==> src/rtl/mips_pkg.sv <==
// Shared MIPS core definitions: datapath width, mul/div op encodings and FSM states.
package mips_pkg;

  localparam int unsigned MIPS_WIDTH = 32;

  typedef enum logic [1:0] {
    MD_MULT  = 2'b00,
    MD_MULTU = 2'b01,
    MD_DIV   = 2'b10,
    MD_DIVU  = 2'b11
  } md_op_e;

  typedef enum logic [1:0] {
    IDLE  = 2'b00,
    RUN   = 2'b01,
    FIXUP = 2'b10
  } md_state_e;

endpackage

==> src/rtl/muldiv_step.sv <==
// One iteration of the shared shift datapath: radix-2 shift-add multiply or
// restoring shift-subtract divide on a {upper, lower} 2*WIDTH accumulator.
module muldiv_step #(
  parameter int unsigned WIDTH = 32
) (
  input  logic [2*WIDTH-1:0] acc,
  input  logic [WIDTH-1:0]   opnd,
  input  logic               div,
  output logic [2*WIDTH-1:0] acc_next,
  output logic               qbit
);

  logic [WIDTH:0] sum;
  logic [WIDTH:0] trial;

  always_comb begin
    sum      = {1'b0, acc[2*WIDTH-1:WIDTH]} + (acc[0] ? {1'b0, opnd} : '0);
    trial    = acc[2*WIDTH-1:WIDTH-1] - {1'b0, opnd};
    qbit     = 1'b0;
    acc_next = '0;
    if (div) begin
      // Quotient bit is returned separately; the LSB of acc_next is left clear.
      qbit     = ~trial[WIDTH];
      acc_next = {(qbit ? trial[WIDTH-1:0] : acc[2*WIDTH-2:WIDTH-1]), acc[WIDTH-2:0], 1'b0};
    end else begin
      acc_next = {sum, acc[WIDTH-1:1]};
    end
  end

endmodule

==> src/rtl/mips_muldiv.sv <==
// Iterative MULT/MULTU/DIV/DIVU unit owning the architectural HI/LO registers.
// Operates on magnitudes for WIDTH cycles, then applies sign fixup in FIXUP.
module mips_muldiv
  import mips_pkg::*;
#(
  parameter int unsigned WIDTH = MIPS_WIDTH
) (
  input  logic             clk,
  input  logic             rst,
  input  logic             start,
  input  logic [1:0]       op,
  input  logic [WIDTH-1:0] a,
  input  logic [WIDTH-1:0] b,
  input  logic             mthi,
  input  logic             mtlo,
  input  logic [WIDTH-1:0] wdata,
  output logic             busy,
  output logic             done,
  output logic [WIDTH-1:0] hi,
  output logic [WIDTH-1:0] lo
);

  localparam int unsigned CW = $clog2(WIDTH + 1);
  localparam logic [CW-1:0]      CNT_ONE  = CW'(1);
  localparam logic [CW-1:0]      CNT_LOAD = CW'(WIDTH);
  localparam logic [WIDTH-1:0]   ONE      = WIDTH'(1);
  localparam logic [2*WIDTH-1:0] ONE2     = (2*WIDTH)'(1);

  md_state_e state, state_next;
  md_op_e    op_e;

  logic               signed_op, div_op, a_neg, b_neg;
  logic [WIDTH-1:0]   a_mag, b_mag;
  logic [CW-1:0]      cnt;
  logic               div_q, neg_res, neg_rem, dz;
  logic [WIDTH-1:0]   opnd;
  logic [2*WIDTH-1:0] acc, step_acc, prod_fix;
  logic               qbit;
  logic [WIDTH-1:0]   quot_fix, rem_fix;

  always_comb begin
    op_e      = md_op_e'(op);
    signed_op = (op_e == MD_MULT) || (op_e == MD_DIV);
    div_op    = (op_e == MD_DIV)  || (op_e == MD_DIVU);
    a_neg     = signed_op & a[WIDTH-1];
    b_neg     = signed_op & b[WIDTH-1];
    a_mag     = a_neg ? (~a + ONE) : a;
    b_mag     = b_neg ? (~b + ONE) : b;
  end

  always_comb begin
    prod_fix = neg_res ? (~acc + ONE2) : acc;
    quot_fix = neg_res ? (~acc[WIDTH-1:0] + ONE) : acc[WIDTH-1:0];
    rem_fix  = neg_rem ? (~acc[2*WIDTH-1:WIDTH] + ONE) : acc[2*WIDTH-1:WIDTH];
  end

  muldiv_step #(.WIDTH(WIDTH)) u_step (
    .acc      (acc),
    .opnd     (opnd),
    .div      (div_q),
    .acc_next (step_acc),
    .qbit     (qbit)
  );

  always_ff @(posedge clk or negedge rst) begin
    if (!rst) state <= IDLE;
    else      state <= state_next;
  end

  always_comb begin
    state_next = state;
    case (state)
      IDLE:    if (start) state_next = RUN;
      RUN:     if (cnt == CNT_ONE) state_next = FIXUP;
      FIXUP:   state_next = IDLE;
      default: state_next = IDLE;
    endcase
  end

  always_ff @(posedge clk or negedge rst) begin
    if (!rst) begin
      cnt     <= '0;
      div_q   <= 1'b0;
      neg_res <= 1'b0;
      neg_rem <= 1'b0;
      dz      <= 1'b0;
      opnd    <= '0;
      acc     <= '0;
      busy    <= 1'b0;
      done    <= 1'b0;
      hi      <= '0;
      lo      <= '0;
    end else begin
      done <= 1'b0;
      case (state)
        IDLE: begin
          if (start) begin
            div_q   <= div_op;
            neg_res <= a_neg ^ b_neg;
            neg_rem <= a_neg;
            dz      <= div_op && (b == '0);
            opnd    <= div_op ? b_mag : a_mag;
            acc     <= {{WIDTH{1'b0}}, (div_op ? a_mag : b_mag)};
            cnt     <= CNT_LOAD;
            busy    <= 1'b1;
          end else begin
            if (mthi) hi <= wdata;
            if (mtlo) lo <= wdata;
          end
        end
        RUN: begin
          acc <= {step_acc[2*WIDTH-1:1], step_acc[0] | qbit};
          cnt <= cnt - CNT_ONE;
        end
        FIXUP: begin
          busy <= 1'b0;
          done <= 1'b1;
          // Divide by zero leaves remainder = |a|, so rem_fix already restores a.
          if (div_q) begin
            hi <= rem_fix;
            lo <= dz ? '1 : quot_fix;
          end else begin
            {hi, lo} <= prod_fix;
          end
        end
        default: ;
      endcase
    end
  end

endmodule

==> config.mk <==
export PLATFORM = sky130hd
export DESIGN_NAME = mips_muldiv
export DESIGN_NICKNAME = d
export VERILOG_FILES = /design/src/rtl/mips_pkg.sv /design/src/rtl/muldiv_step.sv /design/src/rtl/mips_muldiv.sv
export SDC_FILE = /design/constraint.sdc
export NUM_CORES = 1
export LEC_CHECK = 0
export CAP_MARGIN = 20
export CORE_MARGIN = 4
export CORE_UTILIZATION = 50
export DETAILED_ROUTE_END_ITERATION = 6
export GPL_TIMING_DRIVEN = 0
export PLACE_DENSITY = 0.72
export SETUP_SLACK_MARGIN = 0.05
export SYNTH_ARGS = -nofsm -noshare
export SYNTH_HDL_FRONTEND = slang
export SYNTH_SLANG_ARGS = --single-unit
==> constraint.sdc <==
create_clock -name clk -period 6.7 [get_ports clk]
set_clock_uncertainty 0.05 [all_clocks]
set_input_delay 1.005 -clock clk [delete_from_list [all_inputs] [get_ports clk]]
set_output_delay 1.005 -clock clk [all_outputs]
set_load 0.01 [all_outputs]
==> results of run 1 <==
-- routing by layer --
layer / global-route usage, % / vias up / wire length (um)
li1: - / 7081 / -
met2: 50.6 / 754 / 23800
met1: 44.3 / 7119 / 23200
met5: 0 / - / 0
met4: 13.7 / 0 / 2280
met3: 5.21 / 101 / 4450
-- flip-flops by register name, summed over array words and instances, names as in the netlist, 2 cells and up --
name / cells
hi: 32
state: 2
acc: 64
lo: 32
opnd: 32
cnt: 6
-- cell usage after synthesis (all sizes together) (18+ instances only) --
cell and instances:
a31oi 22, xnor2 115, a21o 30, inv 65
nor3 33, or3 19, nand2 206, o31ai 25
o21ai 220, nor4 18, buf 21, xor2 57
mux2i 62, ha 70, o22ai 39, a21oi 166
or4 21, clkbuf 88, nor2 177, nand3 18
a22oi 21, dfrtp 174
-- worst register-to-register path: stages, from the launching register on --
cell	delay (ps)
dfrtp_1	570
inv_1	230
clkbuf_1	410
nor2_1	130
ha_1	370
a211oi_1	250
o21bai_1	140
a21o_1	200
a2111oi_0	400
a21oi_1	240
a211oi_2	400
o21ai_0	200
or4_1	420
a32oi_1	240
a21oi_1	60
-- power breakdown --
part	internal [mW]	switching, mW
clock network	0.569	0.470
registers	1.57	0.623
logic	2.73	3.71
total	4.87	4.80
-- cell type report --
cell class	instances	area [sq um]	area share (%)
inverter	67	251	1.43
clock buffer	19	443	2.52
clock inverter	12	150	0.856
multi-input combinational	1511	9720	55.4
tap	384	480	2.74
buffer	109	442	2.52
sequential	174	4350	24.8
timing repair buffer	168	1700	9.71
-- path summary, 6_finish.rpt --
path	slack [ps]	cells after the start	from	to
max	2280	14	acc[0]	acc[61]
max reg2reg	2280	14	acc[0]	acc[61]
min reg2reg	430	2	dz	dz
min in group asynchronous	520	1	rst	lo[10]
max in group asynchronous	5220	2	rst	acc[53]
min	430	2	dz	dz
-- per-stage QoR --
| stage | setup TNS, ps | utilization, % |
|---|---|---|
| floorplan | 0 | - |
| global placement | -473730 | 58.5 |
| global route | 0 | 60.6 |
| CTS | 0 | 60.6 |
| finish | 0 | 60.6 |
| detailed placement | 0 | 58.6 |
-- logic make-up after synthesis --
| family | count (synthesis) |
|---|---|
| compound gates | 625 |
| xor+xnor | 172 |
| fa+ha+maj | 72 |
| buf+inv | 176 |
| flops | 174 |
| mux | 74 |
| simple gates | 568 |
==> results.json, run 1 <==
{
  "ys_warn_count": 0,
  "final_common_cell": "nand2_1",
  "n_antenna_cell": 0,
  "wl_per_cell_um": 22.0,
  "io_buffer_count": 167,
  "nFillCells": 2665,
  "numCtsBuffers": 17,
  "synth_fp_nets": 2036,
  "leakage_nw": 7.34,
  "synthCells": 1861,
  "synth_xor_xnor_area_share_pct": 10.3,
  "startpoint_type": "register",
  "dp_slack_ps": 2320,
  "nNetsFinal": 2223,
  "clock-root-buffer": "clkbuf_16",
  "io_pins": 169,
  "synth-edff-count": 0,
  "cpMaxStageDelayCell": "dfrtp_1",
  "power_density_mw_per_mm2": 551,
  "power_mw": 9.67,
  "syn_area_per_cell_sq_um": 7.93,
  "rows": 62,
  "cts-resized-gates": 0,
  "crit_arrival_ps": 4690,
  "hold_viol_final": 0,
  "core_region_area_sq_mm": 0.0289,
  "track_usage_pct": 32.2,
  "clkLatencyLatePin_ps": 450,
  "max_freq_mhz": 226,
  "syn_to_final_growth_pct": 18.8,
  "grt_max_degree": 94,
  "drt_iter0_markers": 1354,
  "drc_errors": 0,
  "finalSetupViolCount": 0,
  "cts.path.max_buffers": 2,
  "vias_per_cell": 6.16,
  "rsz0062_at_grt": "false",
  "status": "complete, no violations",
  "die_w_um": 180,
  "dp_hpwl_mm": 42.7,
  "fin_crit_ps": 4420,
  "crit_type": "reg2reg",
  "cts_setup_buffers": 0,
  "htree_num_levels": 4,
  "yosys.area.top_type": "dfrtp_1",
  "grt_overflow": 0,
  "grt_pass1_wl_mm": 83.1,
  "drt_wl_total_mm": 53.7,
  "synthTopCellsByArea": "dfrtp_1 29%, xnor2_1 6.8%, o21ai_0 6.7%, ha_1 5.9%, a21oi_1 5.6%",
  "synth-simple-area-share_pct": 18.4,
  "synth_top_area_share_pct": 29.5,
  "synth_top_family_by_area": "compound AO/OA/AOI/OAI gates",
  "dpl.cell_count": 2413,
  "instances_no_fill": 2444,
  "ys.flop_type": "dfrtp_1",
  "dieArea_sq_mm": 0.0323,
  "path_clk_slew_ps": 80,
  "place_congestion": 0.979,
  "cp_data_required_time_ps": 6980,
  "hold_buffers": 0,
  "tightest_slew_ps": 1110,
  "start_util_pct": 51.0,
  "ant_nets": 0,
  "mostFrequentLayoutCells": "206 x nand2_1, 197 x o21ai_0, 176 x nor2_1",
  "crit_top_cell": "a21oi_1",
  "synth_mux_area_share_pct": 5.12,
  "hold_ws_ps": 430,
  "peakVddDrop_v": 0.000338,
  "cp_top_family": "compound AO/OA/AOI/OAI gates",
  "synth_compound_area_share_pct": 25.7,
  "setup_ws_ps": 2280,
  "grt_pass1_vias": 14499,
  "cts_tree": "built",
  "max_slew_margin_pct": 25.3,
  "ys_ff_latch": 174,
  "num_vias": 15055,
  "layout-drive-gt1-share_pct": 4.71,
  "drv_slew": 0,
  "min_period_over_period_pct": 65.9,
  "antenna_found_initial": 0,
  "die_y_um": 180,
  "hp-class": "reg2reg",
  "syn_area_sq_mm": 0.0148,
  "cp_max_fo": 10,
  "drt_pre_antenna_iters": 5,
  "cp_slowest_stage_delay_ps": 570,
  "synth_cell_types": 89,
  "async_flop_share_pct": 100,
  "synth_fa_ha_area_share_pct": 6.20,
  "maxCapViolCount": 0,
  "fin_area_sq_mm": 0.0175,
  "post_dp_cell_area_sq_mm": 0.0169,
  "crit_chain": "inv_1 > clkbuf_1 > nor2_1 > ha_1 > a211oi_1 > o21bai_1 > a21o_1 > a2111oi_0 > a21oi_1 > a211oi_2 > o21ai_0 > or4_1 > a32oi_1 > a21oi_1",
  "cts_sinks": 174,
  "seq_area_frac_synth_pct": 29.5,
  "end_kind": "register",
  "path_buf_inv": 2
}
(Power assumes the default switching activity.)
==> run 2, diff against run 1 <==
==> constraint.sdc (replaced) <==
create_clock -name clk -period 4.4 [get_ports clk]
set_clock_uncertainty 0.05 [all_clocks]
set_input_delay 0.66 -clock clk [delete_from_list [all_inputs] [get_ports clk]]
set_output_delay 0.66 -clock clk [all_outputs]
set_load 0.01 [all_outputs]
==> results.json, run 2 (same netlist as run 1, synthesis figures left out) <==
{
  "final-seq-area_sq_mm": 0.00436,
  "max_freq_mhz": 242,
  "ant_nets": 0,
  "nFillCells": 2666,
  "hold_buffers": 0,
  "startpoint_type": "register",
  "n_antenna_cell": 0,
  "maxCapViolCount": 0,
  "antenna_found_initial": 0,
  "nNetsFinal": 2225,
  "cts_tree": "built",
  "drt_pre_antenna_iters": 6,
  "final_common_cell": "nand2_1",
  "layout-drive-gt1-share_pct": 5.00,
  "largest_register_ffs": 64,
  "htree_num_levels": 4,
  "grt_overflow": 0,
  "grt_pass1_wl_mm": 83.1,
  "vias_per_cell": 6.15,
  "status": "complete, no violations",
  "io_buffer_count": 167,
  "peakVddDrop_v": 0.000510,
  "reg2reg_setup_slack_ps": 270,
  "drt_iter0_markers": 1548,
  "start_util_pct": 51.0,
  "rsz0062_at_grt": "false",
  "clock-root-buffer": "clkbuf_16",
  "num_vias": 15033,
  "drv_slew": 0,
  "crit_arrival_ps": 4380,
  "max_slew_margin_pct": 36.7,
  "worst_r2r_path_depth": 13,
  "instances_no_fill": 2446,
  "grt_pass1_vias": 14499,
  "drc_errors": 0,
  "end_kind": "register",
  "fin_crit_ps": 4130,
  "finalSetupViolCount": 0,
  "power_density_mw_per_mm2": 841,
  "grt_max_degree": 94,
  "die_y_um": 180,
  "rows": 62,
  "hold_ws_ps": 169,
  "cts_sinks": 174,
  "dp_hpwl_mm": 42.7,
  "drt_wl_total_mm": 53.8,
  "wl_per_cell_um": 22.0,
  "die_w_um": 180,
  "cp_max_fo": 10,
  "io_pins": 169,
  "hp-class": "in2async",
  "cp_data_required_time_ps": 4650,
  "place_congestion": 0.979,
  "fin_area_sq_mm": 0.0176,
  "leakage_nw": 7.36,
  "path_clk_slew_ps": 70,
  "crit_type": "reg2reg",
  "mostFrequentLayoutCells": "206 x nand2_1, 197 x o21ai_0, 176 x nor2_1",
  "post_dp_cell_area_sq_mm": 0.0169,
  "hold_viol_final": 0,
  "min_period_over_period_pct": 93.8,
  "clkLatencyLatePin_ps": 450,
  "tightest_slew_ps": 940,
  "syn_to_final_growth_pct": 19.0,
  "dieArea_sq_mm": 0.0323,
  "track_usage_pct": 32.2,
  "cts.path.max_buffers": 2,
  "dpl.cell_count": 2413,
  "numCtsBuffers": 17,
  "core_region_area_sq_mm": 0.0289,
  "multi_input_area_sq_mm": 0.00973,
  "regMostFlops": "acc"
}
run 2: cell types whose count changed in the layout (fill, tap and decap cells not counted), sizes merged:
cell / before / now
buf: 23 / 25
run 2: worst paths after layout:
check | start | to
max | opnd[5] | acc[43]
min | rst | lo[10]
max reg2reg | opnd[5] | acc[43]
min reg2reg | lo[15] | lo[15]
max in group asynchronous | rst | acc[53]
min in group clk | lo[15] | lo[15]
run 2: repair_timing:
| item | CTS | global route |
|---|---|---|
| buffers inserted | 0 | 2 |
| endpoints found under the setup margin | 0 | 6 |
| resized for setup | 0 | 7 |
run 2: cell type report:
type / instances / area share [%]
Multi-Input combinational cell: 1511 / 55.4
Sequential cell: 174 / 24.8
Timing Repair Buffer: 170 / 9.78
Tap cell: 384 / 2.73
Buffer: 109 / 2.53
Clock buffer: 19 / 2.52
Inverter: 67 / 1.43
Clock inverter: 12 / 0.855
run 2: power breakdown:
group          internal [mW]  switching [mW]  total (mW)
clock                  0.866           0.721        1.59
combinational           4.18            5.67        9.84
sequential              2.39           0.946        3.34
total                   7.43            7.34        14.8
run 2: critical path: stages (launching register included):
cell and delay (ps):
dfrtp_1 450, inv_1 120, ha_1 380, a21oi_1 320, nor3b_1 390, a21oi_2 150, o31ai_2 500, o41ai_4 180
a21oi_1 240, o21ai_2 140, xor2_4 420, buf_4 340, mux2i_1 220, o21ai_1 80
run 2: per-stage QoR:
| step | util (%) | setup WS, ps | TNS, ps | power [mW] |
|---|---|---|---|---|
| final | 60.7 | 272 | 0 | 14.8 |
| after global routing | 60.7 | 57.3 | 0 | 15.8 |
| after CTS | 60.6 | 90.9 | 0 | 14.6 |
| after detailed placement | 58.6 | 134 | 0 | 13.0 |
| after global placement | 58.5 | -4700 | -813900 | 12.8 |
| after floorplan | - | 1010 | 0 | 9.91 |
run 2: routing by layer:
metal / track usage (%) / routed length, um / up-vias / share of wire [%]
li1: - / - / 7083 / -
met1: 44.3 / 23000 / 7107 / 43
met2: 50.6 / 24000 / 742 / 45
met3: 5.21 / 4540 / 101 / 8.4
met4: 13.7 / 2250 / 0 / 4.2
met5: 0 / 0 / - / 0
